[config.mk]
export PLATFORM = sky130hd
export DESIGN_NAME = demux9_stream_flat
export DESIGN_NICKNAME = d
export VERILOG_FILES = /design/src/rtl/demux9_pkg.sv /design/src/rtl/demux9_stream_if.sv /design/src/rtl/demux9_fifo2.sv /design/src/rtl/demux9_stream.sv /design/src/flat_wrapper.sv
export SDC_FILE = /design/constraint.sdc
export NUM_CORES = 1
export LEC_CHECK = 0
export BUFFER_PORTS_ARGS = -buffer_cell sky130_fd_sc_hd__buf_2
export CORE_MARGIN = 2
export CORE_UTILIZATION = 38
export DETAILED_ROUTE_END_ITERATION = 8
export GPL_TIMING_DRIVEN = 0
export HOLD_SLACK_MARGIN = 0.02
export MAX_ROUTING_LAYER = met4
export SETUP_SLACK_MARGIN = 0.02
export SLEW_MARGIN = 10
export SYNTH_ARGS = -nofsm -noshare
export SYNTH_HDL_FRONTEND = slang
export SYNTH_SLANG_ARGS = --single-unit
[constraint.sdc]
create_clock -name clk -period 5.34 [get_ports clk]
set_clock_uncertainty 0.15 [all_clocks]
set_input_delay 1.068 -clock clk [delete_from_list [all_inputs] [get_ports clk]]
set_output_delay 1.068 -clock clk [all_outputs]
set_load 0.03 [all_outputs]
[src/rtl/demux9_pkg.sv]
// Shared constants, index type and select helpers for the 1-to-9 stream distributor.
package demux9_pkg;

    localparam int unsigned NCH        = 9;
    localparam int unsigned FIFO_DEPTH = 2;
    localparam int unsigned IDXW       = 4;

    typedef logic [IDXW-1:0] chidx_t;

    // Lowest-set-bit encoder; a zero-hot select yields index 0.
    function automatic chidx_t oh2idx(input logic [NCH-1:0] sel);
        chidx_t idx;
        idx = '0;
        for (int i = NCH - 1; i >= 0; i--) begin
            if (sel[i]) begin
                idx = IDXW'(i);
            end
        end
        return idx;
    endfunction

    // True when exactly one select bit is set.
    function automatic logic is_onehot(input logic [NCH-1:0] sel);
        return (sel != '0) && ((sel & (sel - NCH'(1))) == '0);
    endfunction

endpackage

[src/rtl/demux9_stream_if.sv]
// Producer-side handshake plus the per-channel consumer bus of demux9_stream.
interface demux9_stream_if #(
    parameter int unsigned DW = 1
);
    import demux9_pkg::*;

    logic               in_valid;
    logic               in_ready;
    logic [NCH-1:0]     in_sel;
    logic [DW-1:0]      in_data;
    logic [NCH-1:0]     out_valid;
    logic [NCH-1:0]     out_ready;
    logic [DW-1:0]      out_data;

    modport master (
        output in_valid, in_sel, in_data, out_ready,
        input  in_ready, out_valid, out_data
    );

    modport slave (
        input  in_valid, in_sel, in_data, out_ready,
        output in_ready, out_valid, out_data
    );

endinterface

[src/rtl/demux9_fifo2.sv]
// Two-entry FIFO with 1-bit wrapping pointers; push when full and pop when empty are ignored.
module demux9_fifo2
    import demux9_pkg::*;
#(
    parameter int unsigned W = 5
) (
    input  logic         clk,
    input  logic         nreset,
    input  logic         push,
    input  logic         pop,
    input  logic [W-1:0] wdata,
    output logic [W-1:0] rdata,
    output logic         full,
    output logic         empty
);

    logic [W-1:0] mem_q [FIFO_DEPTH];
    logic [W-1:0] mem_d [FIFO_DEPTH];
    logic         wptr_q, wptr_d;
    logic         rptr_q, rptr_d;
    logic [1:0]   count_q, count_d;
    logic         push_ok;
    logic         pop_ok;

    assign full    = (count_q == 2'd2);
    assign empty   = (count_q == 2'd0);
    assign rdata   = mem_q[rptr_q];
    assign push_ok = push & ~full;
    assign pop_ok  = pop & ~empty;

    // Next-state: write behind the head, advance pointers, track occupancy.
    always_comb begin
        mem_d   = mem_q;
        wptr_d  = wptr_q;
        rptr_d  = rptr_q;
        count_d = count_q;
        if (push_ok) begin
            mem_d[wptr_q] = wdata;
            wptr_d        = ~wptr_q;
        end
        if (pop_ok) begin
            rptr_d = ~rptr_q;
        end
        case ({push_ok, pop_ok})
            2'b10:   count_d = count_q + 2'd1;
            2'b01:   count_d = count_q - 2'd1;
            default: count_d = count_q;
        endcase
    end

    // State registers; reset drops every buffered entry.
    always_ff @(posedge clk) begin
        if (!nreset) begin
            for (int i = 0; i < int'(FIFO_DEPTH); i++) begin
                mem_q[i] <= '0;
            end
            wptr_q  <= 1'b0;
            rptr_q  <= 1'b0;
            count_q <= 2'd0;
        end else begin
            mem_q   <= mem_d;
            wptr_q  <= wptr_d;
            rptr_q  <= rptr_d;
            count_q <= count_d;
        end
    end

endmodule

[src/rtl/demux9_stream.sv]
// 1-to-9 stream distributor: encodes a one-hot select, buffers {index,data} in a
// 2-entry FIFO and fans the head out as a per-channel valid on a shared data bus.
// Optional select checking is enabled with `define DEMUX9_ONEHOT_CHECK_EN.
module demux9_stream
    import demux9_pkg::*;
#(
    parameter int unsigned DW = 1
) (
    input  logic              clk,
    input  logic              nreset,
    demux9_stream_if.slave    bus,
    output logic              err_onehot,
    input  logic              err_clr
);

    localparam int unsigned FW = DW + IDXW;

    logic          run_q, run_d;
    logic          accept;
    logic          push;
    logic          pop;
    logic          full;
    logic          empty;
    logic [FW-1:0] wdata;
    logic [FW-1:0] rdata;
    chidx_t        head_idx;
    logic [NCH-1:0] head_valid;

    // in_ready is held low through reset and rises on the first edge after release.
    always_comb begin
        run_d = 1'b1;
    end

    // Run flag register.
    always_ff @(posedge clk) begin
        if (!nreset) begin
            run_q <= 1'b0;
        end else begin
            run_q <= run_d;
        end
    end

    // Accept/push/pop decode; zero-hot selects complete the handshake but are dropped.
    always_comb begin
        accept     = bus.in_valid & bus.in_ready;
        push       = accept & (|bus.in_sel);
        wdata      = {oh2idx(bus.in_sel), bus.in_data};
        head_idx   = rdata[FW-1 -: IDXW];
        head_valid = empty ? '0 : (NCH'(1) << head_idx);
        pop        = |(head_valid & bus.out_ready);
    end

    assign bus.in_ready  = run_q & ~full;
    assign bus.out_valid = head_valid;
    assign bus.out_data  = empty ? '0 : rdata[DW-1:0];

    demux9_fifo2 #(
        .W (FW)
    ) u_fifo (
        .clk    (clk),
        .nreset (nreset),
        .push   (push),
        .pop    (pop),
        .wdata  (wdata),
        .rdata  (rdata),
        .full   (full),
        .empty  (empty)
    );

`ifdef DEMUX9_ONEHOT_CHECK_EN
    logic err_q, err_d;

    // Sticky select error; a bad accept in the same cycle as a clear keeps it set.
    always_comb begin
        err_d = err_q;
        if (err_clr) begin
            err_d = 1'b0;
        end
        if (accept && !is_onehot(bus.in_sel)) begin
            err_d = 1'b1;
        end
    end

    // Error flag register.
    always_ff @(posedge clk) begin
        if (!nreset) begin
            err_q <= 1'b0;
        end else begin
            err_q <= err_d;
        end
    end

    assign err_onehot = err_q;
`else
    logic unused_err_clr;

    assign unused_err_clr = err_clr;
    assign err_onehot     = 1'b0;
`endif

endmodule

[src/flat_wrapper.sv]
// flat-port wrapper written by rule: the top's interface ports become plain ports
module demux9_stream_flat import demux9_pkg::*;
#(
    parameter int unsigned DW = 1
)
  (clk, nreset, err_onehot, err_clr, bus_in_valid, bus_in_sel, bus_in_data, bus_out_ready, bus_in_ready, bus_out_valid, bus_out_data);
  demux9_stream_if #(.DW(DW)) bus_i ();
  input  logic clk;
  input  logic nreset;
  output logic err_onehot;
  input  logic err_clr;
  input wire logic [$bits(bus_i.in_valid)-1:0] bus_in_valid;
  input wire logic [$bits(bus_i.in_sel)-1:0] bus_in_sel;
  input wire logic [$bits(bus_i.in_data)-1:0] bus_in_data;
  input wire logic [$bits(bus_i.out_ready)-1:0] bus_out_ready;
  output wire logic [$bits(bus_i.in_ready)-1:0] bus_in_ready;
  output wire logic [$bits(bus_i.out_valid)-1:0] bus_out_valid;
  output wire logic [$bits(bus_i.out_data)-1:0] bus_out_data;
  assign bus_i.in_valid = bus_in_valid;
  assign bus_i.in_sel = bus_in_sel;
  assign bus_i.in_data = bus_in_data;
  assign bus_i.out_ready = bus_out_ready;
  assign bus_in_ready = bus_i.in_ready;
  assign bus_out_valid = bus_i.out_valid;
  assign bus_out_data = bus_i.out_data;
  demux9_stream #(.DW(DW)) u_core (.clk(clk), .nreset(nreset), .bus(bus_i), .err_onehot(err_onehot), .err_clr(err_clr));
endmodule
==> metrics.cfg, run 1 <==
[sta]
period_needed_ps=3060
fin_crit_sh_pct=57.4
rsz0062_at_grt=no
clock.fmax_mhz=326
fin_ws_ps=2280
drv_slew=0
finalHoldViolCount=0
setup_viol=0
tns_ps=0
hold_ws_ps=342

[grt]
grt_pass1_wl_mm=3.71
grt_use_total_pct=17.7
gr-total-overflow=0
met2_usage_pct=30.1
first_global_vias=892
grt-busiest-layer=met2
grt_start_max_net_pins=11
gr-usage-met3_pct=4.10
antenna_found_initial=0
grt_util_met1_pct=21.2

[floorplan]
dieArea_mm2=0.00296
design.core.area_mm2=0.00245
die_y_um=54.5
rows=18
initial_core_util_pct=39.4
die_w_um=54.5
ioPinCount=35

[setup_path]
crit_start=u_core.u_fifo.rptr_q
required_ps=4120
r2r-start=u_core.u_fifo.rptr_q
worst-path-buf-inv=2
crit_fanout=10
start_kind=flip-flop
cp_top_family=simple AND/OR/NAND/NOR gates
criticalPathCategory=reg2out
slowest_stage=dfxtp_1
crit_path_cell_trace=buf_6 > mux2i_1 > nor2b_1 > nand2_1 > nor2_1 > buf_2
cpPeakStageDelay_ps=380
cp_data_arrival_time_ps=1850
endpoint_kind=output pin

[clocking]
postCtsSetupBuffers=0
cts_buffers=3
cts_root_buf=clkbuf_4
ctsHoldBuffers=0
clock_sinks=15
htree_levels=1
cts.path.max_buffers=2
post_cts_resized=0
cts_tree=built
clk_pin_slew_worst_paths_ps=80
clock_latency_ps=280

[final_layout]
drive_gt1_share_pct=28.3
finish.utilization_pct=48.5
nNetsFinal=177
diodes=0
syn_to_final_growth_pct=23.2

[worst_hold_path]
hp-class=reg2reg
hold_start=u_core.u_fifo.mem_q[8]

[route]
drt_iter0_markers=17
detail-route-antenna-nets=0
route.vias.total=930
routedWlPerCell_um=12.1
avgViaCountPerCell=5.11
dr.pass1.iters=4
drc_errors=0
wl_mm=2.20

[synth]
synth_edf_count=0
syn-instance-count=116
seq_area_frac_synth_pct=31.0
syn_area_um2=967
synth.most_common_cell=dfxtp_1
ys_ff_latch=15
yosysTopAreaCellShare_pct=31.0
async_flop_share_pct=0
synth_area_per_cell_um2=8.34
syn_nets=140
synth_area_leaders=dfxtp_1 31%, mux2i_1 10%, nor2b_1 6.5%
synthFlopType=dfxtp_1
ys_types=38
synth_common_cells=15 x dfxtp_1, 12 x nor2_1, 10 x mux2i_1, 10 x nor2b_1, 9 x nand2_1
synth_area_leader_cell=dfxtp_1
ys.warnings.count=0

[flow_run]
drv_cap=0

[power_and_ir_drop]
p_per_area_mw_per_mm2=300
pwr-share-comb_pct=44.4
switchingPower_mw=0.138
max-vdd-ir-drop_uv=190
seq_power_share_pct=38.0
leakagePower_nw=0.496
internal-power_mw=0.220
clock_power_share_pct=17.6
switching_share_pct=38.6

[placement]
dp_hpwl_mm=1.80
post-place-ws_ps=2200
portBuffers=32
gp_congestion=0.690

[run_status]
outcome=complete, no violations

-- power by group through the flow --
stage	clock network [mW]	logic, mW	registers, mW
global route	0.0726	0.177	0.138
floorplan	0	0.122	0.136
detailed placement	0	0.158	0.138
CTS	0.0656	0.159	0.136
global placement	0	0.155	0.138
finish	0.0631	0.159	0.136
-- per-stage QoR --
stage,instance area [um^2],total power [mW],cells
2_1_floorplan,967,0.258,116
3_3_place_gp,1160,0.293,178
3_5_place_dp,1160,0.296,178
4_1_cts,1190,0.360,182
5_1_grt,1190,0.388,182
6_report,1190,0.357,182
-- placed cells by master, fill, tap and decap left out, types with 2 or more instances in the layout --
cell type  instances
and3_1             3
xnor2_1            2
a21boi_0           3
and2_1             2
nor4_1             3
a21boi_1           3
o21ai_0            5
nand2b_1           2
nand2_1            9
mux2i_1           10
o2bb2ai_1          2
nor2b_1           10
a221oi_2           2
nor2_1            12
a22oi_1            3
buf_2             32
a21oi_1            3
nor3_1             3
clkbuf_4           3
clkbuf_1           2
inv_1              5
dfxtp_1           15
-- registers in the layout, summed over array words and instances (netlist names) --
name and count:
u_core.u_fifo.count_q 2, u_core.u_fifo.wptr_q 1, u_core.u_fifo.mem_q 10, u_core.u_fifo.rptr_q 1, u_core.run_q 1
-- tightest hold or removal path: stages, from the launching register on --
cell	delay (ps)
dfxtp_1	320
o21ai_0	70
a21boi_1	60
-- layer usage --
metal / routed length [um] / vias up
met5: 0 / -
met3: 51 / 2
met1: 1010 / 432
met4: 7 / 0
li1: - / 484
met2: 1130 / 12
-- worst paths after layout --
check	endpoint	slack (ps)	cells after the start
max reg2reg	u_core.u_fifo.count_q[1]	2720	9
min reg2reg	u_core.u_fifo.mem_q[8]	340	2
max	bus_out_valid[2]	2280	6
min	u_core.u_fifo.mem_q[8]	340	2
-- area by class of cell --
| type | instances | area (um^2) |
|---|---|---|
| multi-input combinational | 92 | 622 |
| inverter | 5 | 18.8 |
| tap | 30 | 37.5 |
| fill | 260 | 1260 |
| buffer | 4 | 26.3 |
| sequential | 15 | 300 |
| timing repair buffer | 32 | 160 |
| clock buffer | 4 | 26.3 |
-- kinds of logic (layout without fill, tap and decap cells) --
logic type / after synthesis / in the layout / share of synthesized area [%]
compound gates: 29 / 29 / 23.4
xor+xnor: 2 / 2 / 1.81
fa+ha+maj: 1 / 1 / 1.29
buf+inv: 9 / 45 / 4.66
flops: 15 / 15 / 31.0
mux: 11 / 11 / 11.5
other cells: 1 / 1 / 0.388
simple gates: 48 / 48 / 25.9
No activity file was read; power rests on OpenSTA's default activity.
==> run 2, diff against run 1 <==
==> constraint.sdc (replaced) <==
create_clock -name clk -period 3.1 [get_ports clk]
set_clock_uncertainty 0.15 [all_clocks]
set_input_delay 0.62 -clock clk [delete_from_list [all_inputs] [get_ports clk]]
set_output_delay 0.62 -clock clk [all_outputs]
set_load 0.03 [all_outputs]
==> metrics.cfg, run 2 (same netlist as run 1, synthesis figures left out) <==
[run_status]
outcome=complete, no violations

[clocking]
ctsHoldBuffers=0  ; unchanged
clk_pin_slew_worst_paths_ps=90  ; about the same
postCtsSetupBuffers=0  ; unchanged
cts_buffers=3  ; unchanged
clock_sinks=15  ; unchanged
htree_levels=1  ; unchanged
cts_tree=built
cts_root_buf=clkbuf_4
cts.path.max_buffers=2  ; unchanged
post_cts_resized=0  ; unchanged
clock_latency_ps=290  ; about the same

[sta]
rsz0062_at_grt=no
tns_ps=0  ; unchanged
setup_viol=0  ; unchanged
hold_ws_ps=344  ; +1.35 ps
clock.fmax_mhz=370
finalHoldViolCount=0  ; unchanged
drv_slew=0  ; unchanged
period_needed_ps=2700
fin_crit_sh_pct=87.1

[setup_path]
start_kind=flip-flop
cp_data_arrival_time_ps=2770  ; +920 ps
endpoint_kind=flip-flop
worst-path-buf-inv=1  ; -1
ff2ff_path_depth=9  ; unchanged
crit_path_cell_trace=buf_6 > mux2i_1 > nor2b_1 > nand2_1 > o22ai_1 > a221o_1 > ha_1 > or3_1 > a21boi_0
crit_fanout=10  ; unchanged
reg2reg_to=u_core.u_fifo.count_q[1]
r2r-start=u_core.u_fifo.rptr_q
criticalPathCategory=reg2reg
required_ps=3170  ; -950 ps
r2r_slack_ps=400  ; -2320 ps
cp_top_family=simple AND/OR/NAND/NOR gates
slowest_stage=dfxtp_1
cpPeakStageDelay_ps=390  ; about the same

[grt]
first_global_vias=862  ; -3.4%
grt_pass1_wl_mm=3.51  ; -5.2%
gr-total-overflow=0  ; unchanged
grt_start_max_net_pins=11  ; unchanged
grt_use_total_pct=16.7  ; -1.0 points
antenna_found_initial=0  ; unchanged

[final_layout]
diodes=0  ; unchanged
layout_common_cells=32 x buf_2, 15 x dfxtp_1, 12 x nor2_1
reg.largest.list=u_core.u_fifo.mem_q x10, u_core.u_fifo.count_q x2
finalInstanceArea_mm2=0.00120  ; +0.53%
nNetsFinal=177  ; unchanged
top_register=u_core.u_fifo.mem_q
syn_to_final_growth_pct=23.8
drive_gt1_share_pct=28.9  ; +0.66 points
final_common_cell=buf_2
largest_reg_flops=10  ; unchanged
finish.utilization_pct=48.8  ; +0.25 points

[placement]
placed_area_mm2=0.00117  ; +0.54%
portBuffers=32  ; unchanged
gp_congestion=0.722  ; +4.5%
dp_hpwl_mm=1.73  ; -3.8%

[power_and_ir_drop]
leakagePower_nw=0.496  ; about the same
p_per_area_mw_per_mm2=523  ; +74%
max-vdd-ir-drop_uv=444  ; +130%

[worst_hold_path]
hp-class=reg2reg
hold_start=u_core.u_fifo.mem_q[8]
hold_depth=2  ; unchanged
holdPathEnd=u_core.u_fifo.mem_q[8]

[floorplan]
die_w_um=54.5  ; unchanged
ioPinCount=35  ; unchanged
die_y_um=54.5  ; unchanged
dieArea_mm2=0.00296  ; unchanged
rows=18  ; unchanged
design.core.area_mm2=0.00245  ; unchanged
initial_core_util_pct=39.4  ; unchanged

[route]
detail-route-antenna-nets=0  ; unchanged
dr.pass1.iters=4  ; unchanged
drt_iter0_markers=13  ; -4
avgViaCountPerCell=5.25  ; +2.8%
drc_errors=0  ; unchanged
route.vias.total=956  ; +2.8%
wl_mm=2.19  ; -0.45%
routedWlPerCell_um=12.0  ; -0.45%

[flow_run]
drv_cap=0  ; unchanged

## run 2: layout make-up
cell class,instances,area [um^2]
fill,268,1260
timing repair buffer,32,160
buffer,4,26.3
sequential,15,300
clock buffer,4,26.3
multi-input combinational,92,628
inverter,5,18.8
tap,30,37.5
## run 2: worst max path at each step
stage | slack (ps) | endpoint | cells after the start | startpoint
floorplan | 310 | u_core.u_fifo.count_q[1] | 7 | u_core.u_fifo.rptr_q
global placement | 420 | u_core.u_fifo.count_q[1] | 7 | bus_in_sel[0]
detailed placement | 340 | u_core.u_fifo.count_q[1] | 7 | bus_in_sel[4]
CTS | 370 | u_core.u_fifo.count_q[1] | 9 | u_core.u_fifo.rptr_q
global route | 120 | u_core.u_fifo.count_q[1] | 9 | u_core.u_fifo.rptr_q
finish | 400 | u_core.u_fifo.count_q[1] | 9 | u_core.u_fifo.rptr_q
## run 2: metal layers
layer | vias to the layer above | part of all wire (%) | global-route usage (%)
met1 | 442 | 45 | 20.1
met5 | - | 0 | -
li1 | 492 | - | -
met3 | 2 | 3.1 | 3.28
met2 | 20 | 51 | 28.5
met4 | 0 | 0.78 | 3.75
## run 2: worst min-delay path, delay by kind of cell (launching register included)
| kind | cells | cell delay [ps] |
|---|---|---|
| flops | 1 | 320 |
| compound gates | 2 | 130 |
## run 2: metrics by stage
step                      std cells  power [mW]  setup WS, ps
after global routing            182       0.668           122
after CTS                       182       0.630           372
after floorplan                 116       0.447           315
after detailed placement        178       0.513           337
final                           182       0.627           399
after global placement          178       0.507           419
## run 2: power breakdown
part / internal, mW / leakage, nW / total (mW) / switching, mW
Sequential: 0.213 / 0.122 / 0.235 / 0.0214
Clock: 0.0501 / 0.0150 / 0.116 / 0.0659
Combinational: 0.116 / 0.359 / 0.276 / 0.160
Total: 0.379 / 0.496 / 0.627 / 0.248
==> run 3, diff against run 2 <==
--- a/config.mk
+++ b/config.mk
@@ -16,4 +16,5 @@
 export SLEW_MARGIN = 10
 export SYNTH_ARGS = -nofsm -noshare
 export SYNTH_HDL_FRONTEND = slang
+export SYNTH_HIERARCHICAL = 1
 export SYNTH_SLANG_ARGS = --single-unit
==> metrics.cfg, run 3 <==
[synth]
synthFlopType=dfxtp_1
ys_types=37  ; -2.6%
async_flop_share_pct=0  ; unchanged
synth_area_leader_cell=dfxtp_1
synth_common_cells=22 x nand2_1, 15 x dfxtp_1, 11 x mux2i_1, 9 x nor2_1, 6 x nor3_1
synth_area_per_cell_um2=8.18  ; -1.8%
synth_edf_count=0  ; unchanged
syn_nets=144  ; +2.9%
yosysTopAreaCellShare_pct=30.6  ; -0.47 points
syn_area_um2=982  ; +1.6%
ys_ff_latch=15  ; unchanged
synth.most_common_cell=nand2_1
ys.warnings.count=6  ; +6
synth_area_leaders=dfxtp_1 31%, mux2i_1 11%, nand2_1 8.4%
seq_area_frac_synth_pct=30.6  ; -0.47 points
syn-instance-count=120  ; +3.4%

[setup_path]
reg2reg_to=u_core/u_fifo/count_q[1]
cpPeakStageDelay_ps=510  ; +120 ps
crit_path_cell_trace=mux2_1 > buf_6 > nor2_2 > a21oi_1 > o32a_1 > o2bb2ai_2 > o21a_1 > ha_1 > or3_1 > a21boi_1
slowest_stage=dfxtp_1
criticalPathCategory=reg2reg
start_kind=flip-flop
r2r-start=u_core/u_fifo/rptr_q
required_ps=3170  ; about the same
cp_data_arrival_time_ps=2880  ; +110 ps
crit_fanout=9  ; -1
worst-path-buf-inv=1  ; unchanged
endpoint_kind=flip-flop
cp_top_family=compound AO/OA/AOI/OAI gates
ff2ff_path_depth=10  ; +1
r2r_slack_ps=290  ; -110 ps

[floorplan]
die_w_um=54.8  ; +0.72%
design.core.area_mm2=0.00245  ; unchanged
rows=18  ; unchanged
dieArea_mm2=0.00301  ; +1.4%
initial_core_util_pct=40.0  ; +0.61 points
ioPinCount=35  ; unchanged
die_y_um=54.8  ; +0.72%

[power_and_ir_drop]
seq_power_share_pct=49.1  ; +12 points
clock_power_share_pct=26.4  ; +7.9 points
internal-power_mw=0.298  ; -21%
switching_share_pct=29.7  ; -9.9 points
pwr-share-comb_pct=24.5  ; -20 points
p_per_area_mw_per_mm2=352  ; -33%
switchingPower_mw=0.126  ; -49%
max-vdd-ir-drop_uv=285  ; -36%
leakagePower_nw=0.558  ; +12%
finalPower_mw=0.423  ; -32%

[sta]
finalHoldViolCount=0  ; unchanged
tns_ps=0  ; unchanged
setup_viol=0  ; unchanged
fin_ws_ps=288  ; -111 ps
fin_crit_sh_pct=90.7  ; +3.6 points
period_needed_ps=2810  ; +111 ps
rsz0062_at_grt=no
drv_slew=0  ; unchanged
clock.fmax_mhz=356  ; -4.0%

[grt]
grt_start_max_net_pins=11  ; unchanged
grt_pass1_wl_mm=3.23  ; -8.1%
antenna_found_initial=0  ; unchanged
grt_use_total_pct=15.3  ; -1.4 points
gr-total-overflow=0  ; unchanged
first_global_vias=820  ; -4.9%

[route]
route.vias.total=905  ; -5.3%
routedWlPerCell_um=11.0  ; -8.2%
avgViaCountPerCell=4.89  ; -6.9%
dr.pass1.iters=4  ; unchanged
detail-route-antenna-nets=0  ; unchanged
wl_mm=2.04  ; -6.7%
drt_iter0_markers=6  ; -7
drc_errors=0  ; unchanged

[final_layout]
diodes=0  ; unchanged
syn_to_final_growth_pct=22.4
drive_gt1_share_pct=29.7  ; +0.73 points
top_register=u_core/u_fifo/mem_q
layout_common_cells=33 x buf_2, 22 x nand2_1, 15 x dfxtp_1
largest_reg_flops=10  ; unchanged
reg.largest.list=u_core/u_fifo/mem_q x10, u_core/u_fifo/count_q x2
nNetsFinal=180  ; +1.7%
final_common_cell=buf_2

[placement]
dp_hpwl_mm=1.67  ; -4.0%
portBuffers=32  ; unchanged
gp_congestion=0.732  ; +1.5%
post-place-ws_ps=168  ; -169 ps

[clocking]
cts.path.max_buffers=2  ; unchanged
cts_buffers=3  ; unchanged
postCtsSetupBuffers=0  ; unchanged
cts_tree=built
ctsHoldBuffers=0  ; unchanged
clock_sinks=15  ; unchanged
clock_latency_ps=280  ; about the same
clk_pin_slew_worst_paths_ps=90  ; about the same
cts_root_buf=clkbuf_4
htree_levels=1  ; unchanged
post_cts_resized=0  ; unchanged

[worst_hold_path]
hp-class=in2reg
hold_depth=1  ; -1
holdPathEnd=u_core/run_q
hold_start=nreset

[run_status]
outcome=complete, no violations

[flow_run]
drv_cap=0  ; unchanged

run 3: power by group through the flow:
stage / registers (mW) / logic, mW / clock network, mW
floorplan: 0.210 / 0.0757 / 0
global route: 0.209 / 0.115 / 0.126
global placement: 0.211 / 0.104 / 0
CTS: 0.207 / 0.106 / 0.117
finish: 0.208 / 0.104 / 0.112
detailed placement: 0.211 / 0.105 / 0
run 3: area by class of cell:
cell class / count / area, um^2
repair buffers: 32 / 160
well taps: 30 / 37.5
multi-input cells: 92 / 606
flip-flops and latches: 15 / 300
fillers: 259 / 1250
plain buffers: 7 / 53.8
inverters: 5 / 18.8
clock buffers: 4 / 26.3
run 3: how the worst max path moves through the flow:
| stage | startpoint | end | slack [ps] | depth (start not counted) |
|---|---|---|---|---|
| 4_1_cts | u_core/u_fifo/rptr_q | u_core/u_fifo/count_q[1] | 140 | 11 |
| 5_1_grt | u_core/u_fifo/rptr_q | u_core/u_fifo/count_q[1] | 150 | 10 |
| 3_3_place_gp | u_core/u_fifo/rptr_q | u_core/u_fifo/count_q[1] | 190 | 11 |
| 6_report | u_core/u_fifo/rptr_q | u_core/u_fifo/count_q[1] | 290 | 10 |
| 2_1_floorplan | u_core/u_fifo/rptr_q | u_core/u_fifo/count_q[1] | 400 | 11 |
| 3_5_place_dp | u_core/u_fifo/rptr_q | u_core/u_fifo/count_q[1] | 170 | 11 |
run 3: logic make-up (layout without fill, tap and decap cells):
kind of cell    after synthesis  after routing  share of synthesized area, %
flops                        15             15                          30.6
simple gates                 56             56                          27.5
xor+xnor                      3              3                          2.68
buf+inv                      13             48                          7.77
other cells                   1              1                         0.382
compound gates               14             14                          11.3
fa+ha+maj                     1              1                          1.27
mux                          17             17                          18.5
run 3: worst register-to-register path: stages, from the launching register on:
cell	delay (ps)
dfxtp_1	510
mux2_1	390
buf_6	150
nor2_2	120
a21oi_1	70
o32a_1	290
o2bb2ai_2	130
o21a_1	170
ha_1	270
or3_1	350
a21boi_1	140
run 3: through the flow:
stage	hold WS, ps	util [%]	area, um^2	cells
after CTS	289	49.1	1210	186
after detailed placement	301	48.1	1180	182
after global routing	289	49.0	1200	185
final	294	49.0	1200	185
after floorplan	282	-	982	120
after global placement	292	48.1	1180	182
run 3: layer usage:
metal | track usage [%] | share of wire, %
met2 | 25.6 | 50
met1 | 18.0 | 47
met5 | - | 0
met3 | 5.74 | 2.7
met4 | 1.25 | 0
